==> config.mk <==
export PLATFORM = sky130hd
export DESIGN_NAME = pawn_move_commit
export DESIGN_NICKNAME = d
export VERILOG_FILES = /design/src/rtl/chess_pkg.sv /design/src/rtl/pawn_target_check.sv /design/src/rtl/pawn_move_commit.sv
export SDC_FILE = /design/constraint.sdc
export NUM_CORES = 1
export LEC_CHECK = 0
export CAP_MARGIN = 5
export CORE_MARGIN = 8
export CORE_UTILIZATION = 30
export DETAILED_ROUTE_END_ITERATION = 8
export DONT_BUFFER_PORTS = 1
export GPL_TIMING_DRIVEN = 0
export HOLD_SLACK_MARGIN = 0.15
export PLACE_DENSITY_LB_ADDON = 0.05
export SLEW_MARGIN = 10
export SYNTH_ARGS = -nofsm -noshare
export SYNTH_HDL_FRONTEND = slang
export SYNTH_HIERARCHICAL = 1
export SYNTH_SLANG_ARGS = --single-unit
export TNS_END_PERCENT = 1
==> constraint.sdc <==
create_clock -name clk -period 23.9 [get_ports clk]
set_input_delay 3.585 -clock clk [delete_from_list [all_inputs] [get_ports clk]]
set_output_delay 3.585 -clock clk [all_outputs]
set_load 0.02 [all_outputs]
==> src/rtl/chess_pkg.sv <==
// Shared chess types: 5-bit cell encoding, request/response enums and the start position.
package chess_pkg;

  localparam int unsigned CELL_W  = 5;
  localparam int unsigned BOARD_N = 8;
  localparam int unsigned IDX_W   = 3;

  typedef logic [CELL_W-1:0] cell_t;
  typedef cell_t [BOARD_N-1:0][BOARD_N-1:0] board_t;

  localparam logic [2:0] T_NONE   = 3'b000;
  localparam logic [2:0] T_PAWN   = 3'b001;
  localparam logic [2:0] T_KNIGHT = 3'b010;
  localparam logic [2:0] T_BISHOP = 3'b011;
  localparam logic [2:0] T_ROOK   = 3'b100;
  localparam logic [2:0] T_QUEEN  = 3'b101;
  localparam logic [2:0] T_KING   = 3'b110;

  typedef enum logic [1:0] {
    DIR_FWD = 2'b00,
    DIR_DL  = 2'b01,
    DIR_DR  = 2'b10,
    DIR_RSV = 2'b11
  } dir_e;

  typedef enum logic [1:0] {
    RSP_OK       = 2'b00,
    RSP_NOT_PAWN = 2'b01,
    RSP_TARGET   = 2'b10,
    RSP_BAD_DIR  = 2'b11
  } rsp_code_e;

  function automatic cell_t mk_cell(input logic [2:0] ptype, input logic black);
    return {ptype, black, 1'b1};
  endfunction

  // White advances toward row 0, black toward row 7; wraps only when off-board.
  function automatic logic [IDX_W-1:0] next_row(input logic [IDX_W-1:0] row, input logic black);
    return black ? row + 3'd1 : row - 3'd1;
  endfunction

  function automatic logic [IDX_W-1:0] next_col(input logic [IDX_W-1:0] col, input dir_e dir);
    case (dir)
      DIR_DL:  return col - 3'd1;
      DIR_DR:  return col + 3'd1;
      default: return col;
    endcase
  endfunction

  function automatic logic [2:0] back_rank(input int unsigned c);
    case (c)
      0, 7:    return T_ROOK;
      1, 6:    return T_KNIGHT;
      2, 5:    return T_BISHOP;
      3:       return T_QUEEN;
      default: return T_KING;
    endcase
  endfunction

  function automatic board_t init_board();
    board_t b;
    b = '0;
    for (int unsigned c = 0; c < BOARD_N; c++) begin
      b[0][3'(c)] = mk_cell(back_rank(c), 1'b1);
      b[1][3'(c)] = mk_cell(T_PAWN, 1'b1);
      b[6][3'(c)] = mk_cell(T_PAWN, 1'b0);
      b[7][3'(c)] = mk_cell(back_rank(c), 1'b0);
    end
    return b;
  endfunction

endpackage

==> src/rtl/pawn_target_check.sv <==
// Combinational legality check of one pawn move against the current board and side to move.
module pawn_target_check
  import chess_pkg::*;
(
  input  board_t           board,
  input  logic [IDX_W-1:0] row,
  input  logic [IDX_W-1:0] col,
  input  dir_e             dir,
  input  logic             colour,
  output logic             legal,
  output logic [1:0]       code
);

  logic [IDX_W-1:0] w_dst_row;
  logic [IDX_W-1:0] w_dst_col;
  logic             w_own_pawn;
  logic             w_row_edge;
  logic             w_col_edge;
  logic             w_dst_occ;
  logic             w_dst_black;
  rsp_code_e        w_code;

  assign w_dst_row   = next_row(row, colour);
  assign w_dst_col   = next_col(col, dir);
  assign w_own_pawn  = (board[row][col] == mk_cell(T_PAWN, colour));
  assign w_row_edge  = colour ? (row == 3'd7) : (row == 3'd0);
  assign w_col_edge  = ((dir == DIR_DL) && (col == 3'd0)) || ((dir == DIR_DR) && (col == 3'd7));
  assign w_dst_occ   = board[w_dst_row][w_dst_col][0];
  assign w_dst_black = board[w_dst_row][w_dst_col][1];

  // Priority: bad direction, then source ownership, then destination rules.
  always_comb begin
    w_code = RSP_OK;
    if (dir == DIR_RSV) begin
      w_code = RSP_BAD_DIR;
    end else if (!w_own_pawn) begin
      w_code = RSP_NOT_PAWN;
    end else if (w_row_edge || w_col_edge) begin
      w_code = RSP_TARGET;
    end else if (dir == DIR_FWD) begin
      if (w_dst_occ) w_code = RSP_TARGET;
    end else if (!w_dst_occ || (w_dst_black == colour)) begin
      w_code = RSP_TARGET;
    end
  end

  assign code  = w_code;
  assign legal = (w_code == RSP_OK);

endmodule

==> src/rtl/pawn_move_commit.sv <==
// Board owner: validates latched pawn-move requests and commits legal ones.
// Define PAWN_PROMOTE_EN to promote pawns reaching the last row to queens.
module pawn_move_commit
  import chess_pkg::*;
#(
  parameter bit RESP_HOLD = 1'b1
) (
  input  logic       clk,
  input  logic       reset,
  input  logic       req_valid,
  output logic       req_ready,
  input  logic [2:0] req_row,
  input  logic [2:0] req_col,
  input  logic [1:0] req_dir,
  output logic       rsp_valid,
  input  logic       rsp_ready,
  output logic [1:0] rsp_code,
  output board_t     board,
  output logic       turn
);

  typedef enum logic [1:0] {S_IDLE, S_CHECK, S_WRITE, S_RESP} state_e;

  state_e           r_state;
  logic [IDX_W-1:0] r_row;
  logic [IDX_W-1:0] r_col;
  dir_e             r_dir;
  board_t           r_board;
  logic             r_turn;
  logic             r_req_ready;
  logic             r_rsp_valid;
  rsp_code_e        r_rsp_code;

  logic             w_legal;
  logic [1:0]       w_code;
  logic [IDX_W-1:0] w_dst_row;
  logic [IDX_W-1:0] w_dst_col;
  cell_t            w_moved;

  pawn_target_check u_check (
    .board  (r_board),
    .row    (r_row),
    .col    (r_col),
    .dir    (r_dir),
    .colour (r_turn),
    .legal  (w_legal),
    .code   (w_code)
  );

  assign w_dst_row = next_row(r_row, r_turn);
  assign w_dst_col = next_col(r_col, r_dir);

  // Piece as it lands on the destination square.
  always_comb begin
    w_moved = r_board[r_row][r_col];
`ifdef PAWN_PROMOTE_EN
    if (w_dst_row == (r_turn ? 3'd7 : 3'd0)) w_moved = {T_QUEEN, w_moved[1:0]};
`endif
  end

  always_ff @(posedge clk or posedge reset) begin
    if (reset) begin
      r_state     <= S_IDLE;
      r_row       <= '0;
      r_col       <= '0;
      r_dir       <= DIR_FWD;
      r_board     <= init_board();
      r_turn      <= 1'b0;
      r_req_ready <= 1'b1;
      r_rsp_valid <= 1'b0;
      r_rsp_code  <= RSP_OK;
    end else begin
      case (r_state)
        S_IDLE: begin
          if (req_valid && r_req_ready) begin
            r_row       <= req_row;
            r_col       <= req_col;
            r_dir       <= dir_e'(req_dir);
            r_req_ready <= 1'b0;
            r_state     <= S_CHECK;
          end
        end
        S_CHECK: begin
          if (w_legal) begin
            r_state <= S_WRITE;
          end else begin
            r_rsp_code  <= rsp_code_e'(w_code);
            r_rsp_valid <= 1'b1;
            r_state     <= S_RESP;
          end
        end
        S_WRITE: begin
          r_board[w_dst_row][w_dst_col] <= w_moved;
          r_board[r_row][r_col]         <= '0;
          r_turn      <= ~r_turn;
          r_rsp_code  <= RSP_OK;
          r_rsp_valid <= 1'b1;
          r_state     <= S_RESP;
        end
        S_RESP: begin
          if (rsp_ready || !RESP_HOLD) begin
            r_rsp_valid <= 1'b0;
            r_req_ready <= 1'b1;
            r_state     <= S_IDLE;
          end
        end
        default: r_state <= S_IDLE;
      endcase
    end
  end

  assign req_ready = r_req_ready;
  assign rsp_valid = r_rsp_valid;
  assign rsp_code  = r_rsp_code;
  assign board     = r_board;
  assign turn      = r_turn;

endmodule

==> impl_results.html, run 1 <==
<table>
<tr><th>Metric</th><th>Value</th></tr>
<tr><th colspan="2">Run status</th></tr>
<tr><td>Result of the run</td><td>finished clean</td></tr>
<tr><th colspan="2">Worst setup path</th></tr>
<tr><td>Type of the setup path with the least slack</td><td>reg2reg</td></tr>
<tr><td>Cell mode on critical path</td><td>clkbuf_1</td></tr>
<tr><td>Launching element type of the critical path</td><td>flop</td></tr>
<tr><td>CP max stage delay</td><td>1.19 ns</td></tr>
<tr><td>Type of element capturing the critical path</td><td>flop</td></tr>
<tr><td>Req. time, crit path</td><td>24.40 ns</td></tr>
<tr><td>Arr. time, crit path</td><td>6.95 ns</td></tr>
<tr><td>Cell with the biggest individual delay on the critical path</td><td>nor3_2</td></tr>
<tr><td>Worst path cell trace</td><td>buf_2 -&gt; clkinv_1 -&gt; clkbuf_1 -&gt; fa_1 -&gt; clkbuf_1 -&gt; nand4_1 -&gt; nor3_2 -&gt; nand2_1 -&gt; and3_1 -&gt; a31o_1</td></tr>
<tr><td>Crit Path Max Fanout</td><td>10</td></tr>
<tr><th colspan="2">Placement</th></tr>
<tr><td>Last weighted congestion value of the routability-driven placer</td><td>1.069</td></tr>
<tr><td>Half-perimeter wire length of the detailed placement result</td><td>121.4 mm</td></tr>
<tr><td>Count of input and output buffers</td><td>0</td></tr>
<tr><td>Placed Cells</td><td>3023</td></tr>
<tr><td>DP Worst Slack</td><td>17.89 ns</td></tr>
<tr><th colspan="2">Hold path</th></tr>
<tr><td>Kind of path behind the tightest hold check</td><td>reg2reg</td></tr>
<tr><th colspan="2">Clocking</th></tr>
<tr><td>TritonCTS Sinks</td><td>335</td></tr>
<tr><td>Clock Tree Root</td><td>clkbuf_16</td></tr>
<tr><td>Post-cts sizing count</td><td>0</td></tr>
<tr><td>Post-CTS Hold Fix Bufs</td><td>0</td></tr>
<tr><td>Worst-skew pair later-pin latency</td><td>0.61 ns</td></tr>
<tr><td>TritonCTS clock tree</td><td>built</td></tr>
<tr><td>CTS H-tree lvls</td><td>2</td></tr>
<tr><td>Maximum root-to-sink buffer count</td><td>3</td></tr>
<tr><td>Number of buffers inserted to repair setup after CTS</td><td>0</td></tr>
<tr><td>Clock transition time at the flip-flop clock pins of the worst setup and hold paths</td><td>0.07 ns</td></tr>
<tr><td>Number of clock buffers inserted by TritonCTS</td><td>42</td></tr>
<tr><th colspan="2">GRT</th></tr>
<tr><td>Global route total overflow</td><td>0</td></tr>
<tr><td>GRT Util Overall</td><td>41.39%</td></tr>
<tr><td>First-pass GRT wire length</td><td>216.5 mm</td></tr>
<tr><td>Number of global-route vias before repair</td><td>20980</td></tr>
<tr><td>Maximum number of pins on one net before global-route repair</td><td>80</td></tr>
<tr><td>Number of antenna violations at the first check in global routing</td><td>18</td></tr>
<tr><th colspan="2">Floorplanning</th></tr>
<tr><td>Die area</td><td>78210 um2</td></tr>
<tr><td>Initial standard-cell utilization of the core</td><td>30.35%</td></tr>
<tr><td>Height of the die</td><td>279.7 um</td></tr>
<tr><td>Num rows</td><td>96</td></tr>
<tr><td>Standard cell core area</td><td>68710 um2</td></tr>
<tr><td>X dimension of the die</td><td>279.7 um</td></tr>
<tr><td>Number of ports placed on the die boundary</td><td>337</td></tr>
<tr><th colspan="2">Power</th></tr>
<tr><td>Maximum resistive drop on vdd</td><td>0.00004138 V</td></tr>
<tr><td>Leakage</td><td>8.426 nW</td></tr>
<tr><td>Power Dens Cells</td><td>53.31 nW/um2</td></tr>
<tr><th colspan="2">Synth</th></tr>
<tr><td>Post-synthesis xor/xnor area fraction</td><td>0.7379%</td></tr>
<tr><td>Fraction of the yosys area taken by sequential cells</td><td>40.73%</td></tr>
<tr><td>Proportion of register bits with asynchronous set or reset after synthesis</td><td>100.0%</td></tr>
<tr><td>Combinational family with the most area after synthesis</td><td>compound AO/OA/AOI/OAI gates</td></tr>
<tr><td>Basic-gate share of the synthesized area counting and, or, nand and nor cells</td><td>13.83%</td></tr>
<tr><td>Yosys warning total</td><td>6</td></tr>
<tr><td>Compound-gate portion of the synthesized area</td><td>24.13%</td></tr>
<tr><td>Post-synthesis adder-cell area fraction</td><td>0.9839%</td></tr>
<tr><td>Syn Std Cell Area</td><td>20860 um2</td></tr>
<tr><td>Synthesized netlist net count</td><td>2102</td></tr>
<tr><td>Cells taking the most area after synthesis</td><td>dfrtp_1 30%, dfstp_2 11%, mux4_2 6.7%, nand2_1 4.3%, mux2i_1 4.1%</td></tr>
<tr><td>Count of state elements after synthesis</td><td>335</td></tr>
<tr><td>Number of distinct library cell variants in the gate-level netlist after synthesis</td><td>91</td></tr>
<tr><td>Ys flop type</td><td>dfrtp_1</td></tr>
<tr><td>Area fraction of the dominant cell type after synthesis</td><td>29.52%</td></tr>
<tr><td>Count of mapped cells out of synthesis</td><td>2076</td></tr>
<tr><td>Largest area contributor in the netlist</td><td>dfrtp_1</td></tr>
<tr><td>Portion of netlist area occupied by mux cells</td><td>13.72%</td></tr>
<tr><td>Count of flip-flops with a built-in enable after synthesis</td><td>0</td></tr>
<tr><td>Post-Synthesis Mean Instance Area</td><td>10.05 um2</td></tr>
<tr><th colspan="2">Finish</th></tr>
<tr><td>Most common cell after layout, fill and taps aside</td><td>dfrtp_1</td></tr>
<tr><td>Relative area change from synthesis to final layout</td><td>14.47%</td></tr>
<tr><td>Final Non-Filler Cells</td><td>3117</td></tr>
<tr><td>Final-layout fill cell count</td><td>7133</td></tr>
<tr><td>Fraction of layout cells with a size suffix above 1</td><td>18.17%</td></tr>
<tr><td>Final layout net count</td><td>2163</td></tr>
<tr><td>Commonest cells after routing, fill and taps aside</td><td>246 x dfrtp_1, 238 x nand2_1, 171 x o21ai_0, 89 x dfstp_2, 88 x clkbuf_1</td></tr>
<tr><th colspan="2">Routing</th></tr>
<tr><td>Routed WL per cell</td><td>54.08 um</td></tr>
<tr><td>Detailed-routing iteration count for the pre-antenna-repair pass</td><td>6</td></tr>
<tr><td>Number of violations reported at the end of detailed-routing iteration 0</td><td>3518</td></tr>
<tr><td>Post-route ant nets</td><td>0</td></tr>
<tr><td>Vias</td><td>22570</td></tr>
<tr><td>Via density per instance</td><td>7.241</td></tr>
<tr><td>Total Wirelength</td><td>168.6 mm</td></tr>
<tr><td>Final routed DRC violation total</td><td>0</td></tr>
<tr><th colspan="2">Timing</th></tr>
<tr><td>Unrepaired setup endpoints after global routing</td><td>false</td></tr>
<tr><td>Worst slew margin relative to its limit</td><td>2.911%</td></tr>
<tr><td>Shortest clock period the worst path allows after layout</td><td>6.452 ns</td></tr>
<tr><td>Maximum clock rate</td><td>155.0 MHz</td></tr>
<tr><td>Max-slew violation count</td><td>0</td></tr>
<tr><td>Worst-case setup margin in the final layout</td><td>17.45 ns</td></tr>
<tr><td>Setup clock skew after layout</td><td>0.04407 ns</td></tr>
<tr><td>Final worst-path cycle share</td><td>27.00%</td></tr>
<tr><td>Setup Total Neg Slack</td><td>0 ns</td></tr>
<tr><td>Tightest Pin Transition</td><td>1.456 ns</td></tr>
<tr><td>Count of endpoints failing setup in the final report</td><td>0</td></tr>
<tr><td>Final Hold Fails</td><td>0</td></tr>
<tr><th colspan="2">Job</th></tr>
<tr><td>Max-cap violations</td><td>0</td></tr>
</table>
[cells by family (layout without fill, tap and decap cells)]
| group | count (synthesis) | in the layout |
|---|---|---|
| other | 0 | 18 |
| flip-flops | 335 | 335 |
| XOR/XNOR | 12 | 12 |
| buffers and inverters | 230 | 322 |
| AO/OA/AOI/OAI | 709 | 709 |
| AND/OR/NAND/NOR | 589 | 589 |
| adder cells (fa/ha/maj) | 14 | 14 |
| multiplexers | 187 | 187 |
[cell type report]
type	count	area [um2]	share of cell area, %
multi-input cells	1511	11220	47.01
flip-flops and latches	335	8494	35.58
clock buffers	61	1214	5.084
well taps	931	1165	4.879
plain buffers	180	1056	4.423
repair buffers	17	272.8	1.143
clock inverters	14	209.0	0.8753
inverters	50	195.2	0.8176
diodes	18	45.04	0.1887
[stage by stage]
| step | utilization, % | cell area (um2) | power (W) | hold slack [ns] |
|---|---|---|---|---|
| 2_1_floorplan | - | 20860 | 0.0005859 | 0.5231 |
| 3_3_place_gp | 32.05 | 22020 | 0.0005899 | 0.5619 |
| 3_5_place_dp | 32.59 | 22390 | 0.0005926 | 0.5703 |
| 4_1_cts | 34.66 | 23810 | 0.001277 | 0.5834 |
| 5_1_grt | 34.70 | 23840 | 0.001296 | 0.5931 |
| 6_report | 34.75 | 23870 | 0.001273 | 0.5837 |
[synth_stat cells (all sizes together) (11+ instances only)]
cell and count:
a21oi 66, a22o 49, a22oi 13, a31oi 27, a32o 53, and3 15
buf 87, clkbuf 93, dfrtp 246, dfstp 89, inv 47, mux2 28
mux2i 86, mux4 73, nand2 239, nand3 66, nand4 12, nor2 89
nor2b 19, nor3 34, nor3b 20, nor4 27, o211ai 54, o21ai 184
o221ai 11, o22ai 68, o2bb2ai 84, o31ai 17, or3 14
[report_power, final]
| part | internal, W | total, W | switching, W |
|---|---|---|---|
| Combinational | 0.00000199 | 0.0000143 | 0.0000123 |
| Sequential | 0.000568 | 0.000568 | 0 |
| Clock | 0.000406 | 0.000690 | 0.000284 |
| Total | 0.000976 | 0.00127 | 0.000297 |
[critical path, delay by kind of cell (launching register included)]
kind	cells	cell delay [ns]
AO/OA/AOI/OAI	1	0.18
flip-flops	1	0.49
buffers and inverters	4	2.33
adder cells (fa/ha/maj)	1	0.67
AND/OR/NAND/NOR	4	2.64
[worst paths after layout]
kind / from / to / slack [ns] / cells after the start
setup / recovery: r_row[0]$_DFFE_PP0P_ / board[7]$_DFFE_PP0P_ / 17.45 / 10
hold / removal: board[39]$_DFFE_PP1P_ / board[39]$_DFFE_PP1P_ / 0.58 / 1
setup reg to reg: r_row[0]$_DFFE_PP0P_ / board[7]$_DFFE_PP0P_ / 17.45 / 10
hold reg to reg: board[39]$_DFFE_PP1P_ / board[39]$_DFFE_PP1P_ / 0.58 / 1
max in group asynchronous: reset / req_ready$_DFFE_PP1P_ / 19.81 / 3
min in group asynchronous: reset / board[203]$_DFFE_PP0P_ / 2.82 / 1
[metal layers]
metal | part of all wire (%) | GRT usage (%) | wire, um
met1 | 37 | 49.78 | 62780
met2 | 42 | 59.57 | 70270
met3 | 13 | 18.31 | 22490
met4 | 7.7 | 27.05 | 12910
met5 | 0.061 | 0 | 102
[sequential cells by signal, summed over array words and instances, names as in the netlist]
| register | cells |
|---|---|
| rsp_valid | 1 |
| r_state | 2 |
| r_dir | 2 |
| turn | 1 |
| r_row | 3 |
| req_ready | 1 |
| r_col | 3 |
| rsp_code | 2 |
| board | 320 |
(Power assumes the default switching activity.)
==> inputs of run 2 (changes only) <==
==> constraint.sdc (replaced) <==
create_clock -name clk -period 6.1 [get_ports clk]
set_input_delay 0.915 -clock clk [delete_from_list [all_inputs] [get_ports clk]]
set_output_delay 0.915 -clock clk [all_outputs]
set_load 0.02 [all_outputs]
==> run 2 against run 1 <==
  * Final cell count stayed put
  * Routed wire length is 0.89% higher
  * Largest cell class unchanged
  * Critical endpoint is now board[96]$_DFFE_PP0P_
  * Largest power group unchanged
  * Critical path depth is 1 higher
  * Core utilization hardly changed
==> impl_results.html, run 2 (same netlist as run 1, synthesis figures left out) <==
<table>
<tr><th>Metric</th><th>Value</th></tr>
<tr><th colspan="2">Finish</th></tr>
<tr><td>Sequential cell area</td><td>8494 um2</td></tr>
<tr><td>Area taken by multi-input logic gates</td><td>11230 um2</td></tr>
<tr><td>Most common cell after layout, fill and taps aside</td><td>dfrtp_1</td></tr>
<tr><td>Final layout net count</td><td>2169</td></tr>
<tr><td>Final Instance Area</td><td>23880 um2</td></tr>
<tr><td>Fraction of the core area covered by cells at the end of the flow</td><td>34.76%</td></tr>
<tr><td>Relative area change from synthesis to final layout</td><td>14.53%</td></tr>
<tr><td>Max reg flops</td><td>320</td></tr>
<tr><td>Final-layout fill cell count</td><td>7208</td></tr>
<tr><td>Fraction of layout cells with a size suffix above 1</td><td>18.34%</td></tr>
<tr><td>Final Non-Filler Cells</td><td>3117</td></tr>
<tr><td>Commonest cells after routing, fill and taps aside</td><td>246 x dfrtp_1, 238 x nand2_1, 171 x o21ai_0, 92 x clkbuf_1, 89 x dfstp_2</td></tr>
<tr><th colspan="2">Power</th></tr>
<tr><td>Power Dens Cells</td><td>202.1 nW/um2</td></tr>
<tr><td>Maximum resistive drop on vdd</td><td>0.0001618 V</td></tr>
<tr><td>Leakage</td><td>8.429 nW</td></tr>
<tr><th colspan="2">Worst setup path</th></tr>
<tr><td>CP max stage delay</td><td>1.07 ns</td></tr>
<tr><td>Worst reg2reg endpoint</td><td>board[96]$_DFFE_PP0P_</td></tr>
<tr><td>Worst setup endpoint</td><td>board[96]$_DFFE_PP0P_</td></tr>
<tr><td>Launching element type of the critical path</td><td>flop</td></tr>
<tr><td>Origin of the worst setup path</td><td>r_row[0]$_DFFE_PP0P_</td></tr>
<tr><td>Req. time, crit path</td><td>6.50 ns</td></tr>
<tr><td>Worst-case register-to-register setup slack</td><td>0.02 ns</td></tr>
<tr><td>Type of the setup path with the least slack</td><td>reg2reg</td></tr>
<tr><td>Arr. time, crit path</td><td>6.47 ns</td></tr>
<tr><td>Type of element capturing the critical path</td><td>flop</td></tr>
<tr><td>Cell with the biggest individual delay on the critical path</td><td>clkbuf_1</td></tr>
<tr><td>Crit Path Max Fanout</td><td>10</td></tr>
<tr><td>Reg2Reg Depth</td><td>11</td></tr>
<tr><td>Cell mode on critical path</td><td>clkbuf_1</td></tr>
<tr><td>Critical register-to-register path startpoint</td><td>r_row[0]$_DFFE_PP0P_</td></tr>
<tr><td>Worst path cell trace</td><td>buf_2 -&gt; and2_1 -&gt; clkbuf_1 -&gt; clkbuf_1 -&gt; a21oi_1 -&gt; a31oi_1 -&gt; nor4_1 -&gt; o211ai_1 -&gt; buf_4 -&gt; clkbuf_1 -&gt; o21ai_0</td></tr>
<tr><th colspan="2">Floorplanning</th></tr>
<tr><td>Initial standard-cell utilization of the core</td><td>30.35%</td></tr>
<tr><td>X dimension of the die</td><td>279.7 um</td></tr>
<tr><td>Number of ports placed on the die boundary</td><td>337</td></tr>
<tr><td>Standard cell core area</td><td>68710 um2</td></tr>
<tr><td>Height of the die</td><td>279.7 um</td></tr>
<tr><td>Die area</td><td>78210 um2</td></tr>
<tr><td>Num rows</td><td>96</td></tr>
<tr><th colspan="2">Routing</th></tr>
<tr><td>Routed WL per cell</td><td>54.56 um</td></tr>
<tr><td>Post-route ant nets</td><td>0</td></tr>
<tr><td>Detailed-routing iteration count for the pre-antenna-repair pass</td><td>6</td></tr>
<tr><td>Final routed DRC violation total</td><td>0</td></tr>
<tr><td>Via density per instance</td><td>7.226</td></tr>
<tr><td>Total Wirelength</td><td>170.1 mm</td></tr>
<tr><td>Number of violations reported at the end of detailed-routing iteration 0</td><td>3372</td></tr>
<tr><td>Vias</td><td>22520</td></tr>
<tr><th colspan="2">Placement</th></tr>
<tr><td>Half-perimeter wire length of the detailed placement result</td><td>123.0 mm</td></tr>
<tr><td>Placed Instance Area</td><td>22490 um2</td></tr>
<tr><td>Placed Cells</td><td>3030</td></tr>
<tr><td>Count of input and output buffers</td><td>0</td></tr>
<tr><td>Last weighted congestion value of the routability-driven placer</td><td>1.053</td></tr>
<tr><th colspan="2">Timing</th></tr>
<tr><td>Unrepaired setup endpoints after global routing</td><td>false</td></tr>
<tr><td>Final Hold Fails</td><td>0</td></tr>
<tr><td>Worst slew margin relative to its limit</td><td>6.481%</td></tr>
<tr><td>Setup clock skew after layout</td><td>0.02953 ns</td></tr>
<tr><td>Max-slew violation count</td><td>0</td></tr>
<tr><td>Shortest clock period the worst path allows after layout</td><td>6.076 ns</td></tr>
<tr><td>Tightest Pin Transition</td><td>1.396 ns</td></tr>
<tr><td>Count of endpoints failing setup in the final report</td><td>0</td></tr>
<tr><td>Final worst-path cycle share</td><td>99.60%</td></tr>
<tr><td>Setup Total Neg Slack</td><td>0 ns</td></tr>
<tr><td>Maximum clock rate</td><td>164.6 MHz</td></tr>
<tr><th colspan="2">Clocking</th></tr>
<tr><td>Clock Tree Root</td><td>clkbuf_16</td></tr>
<tr><td>Worst-skew pair later-pin latency</td><td>0.60 ns</td></tr>
<tr><td>Clock transition time at the flip-flop clock pins of the worst setup and hold paths</td><td>0.07 ns</td></tr>
<tr><td>Maximum root-to-sink buffer count</td><td>3</td></tr>
<tr><td>TritonCTS clock tree</td><td>built</td></tr>
<tr><td>CTS H-tree lvls</td><td>2</td></tr>
<tr><td>Number of clock buffers inserted by TritonCTS</td><td>41</td></tr>
<tr><td>TritonCTS Sinks</td><td>335</td></tr>
<tr><th colspan="2">GRT</th></tr>
<tr><td>Number of global-route vias before repair</td><td>21210</td></tr>
<tr><td>Global route total overflow</td><td>0</td></tr>
<tr><td>GRT Util Overall</td><td>41.92%</td></tr>
<tr><td>Maximum number of pins on one net before global-route repair</td><td>36</td></tr>
<tr><td>First-pass GRT wire length</td><td>218.9 mm</td></tr>
<tr><td>Number of antenna violations at the first check in global routing</td><td>15</td></tr>
<tr><th colspan="2">Run status</th></tr>
<tr><td>Result of the run</td><td>finished clean</td></tr>
<tr><th colspan="2">Hold path</th></tr>
<tr><td>Kind of path behind the tightest hold check</td><td>in2async</td></tr>
<tr><th colspan="2">Job</th></tr>
<tr><td>Max-cap violations</td><td>0</td></tr>
</table>
-- run 2: what timing repair did --
action	in CTS	in global routing
hold buffers	0	0
setup buffers	0	0
setup endpoints to repair	0	2
gates resized for setup	0	1
-- run 2: worst min-delay path by stage --
stage	endpoint	slack (ns)	cells after the start
2_1_floorplan	board[288]$_DFFE_PP1P_	0.52	2
3_3_place_gp	board[45]$_DFFE_PP1P_	0.56	2
3_5_place_dp	req_ready$_DFFE_PP1P_	0.57	2
4_1_cts	board[14]$_DFFE_PP0P_	0.20	1
5_1_grt	board[18]$_DFFE_PP0P_	0.23	1
6_report	board[18]$_DFFE_PP0P_	0.21	1
-- run 2: critical path: cells and delay by family, from the launching register on --
family / cells / cell delay (ns)
buffers and inverters: 5 / 3.65
AOI/OAI and AO/OA: 4 / 1.35
DFF: 1 / 0.47
and+or+nand+nor: 2 / 0.33
-- run 2: metrics by stage --
stage          total power [W]  setup slack [ns]  hold slack [ns]
3_3_place_gp          0.002312            -1.487           0.5597
2_1_floorplan         0.002297            0.7811           0.5231
5_1_grt               0.004932           0.07514           0.2285
6_report              0.004828           0.02437           0.2102
3_5_place_dp          0.002328            0.1377           0.5687
4_1_cts               0.004853            0.1217           0.2012
-- run 2: routing by layer --
metal / vias to the layer above / GRT usage [%] / share of wire (%)
met4: 2 / 27.69 / 7.5
met1: 11830 / 51.43 / 38
met3: 482 / 16.22 / 13
met5: - / 0 / 0.0076
met2: 1993 / 60.73 / 42
li1: 8222 / - / -
-- run 2: power breakdown --
part	internal (W)	total (W)	switching, W	leakage, nW
registers	0.00223	0.00223	0	4.35
clock network	0.00147	0.00254	0.00107	0.656
logic	0.0000133	0.0000626	0.0000493	3.42
total	0.00371	0.00483	0.00112	8.43
-- run 2: cell type report --
type	count	share of cell area, %
multi-input combinational	1511	47.03
clock buffer	66	5.160
inverter	50	0.8015
antenna	10	0.1048
sequential	335	35.56
tap	931	4.877
buffer	180	4.432
clock inverter	10	0.4610
timing repair buffer	24	1.566
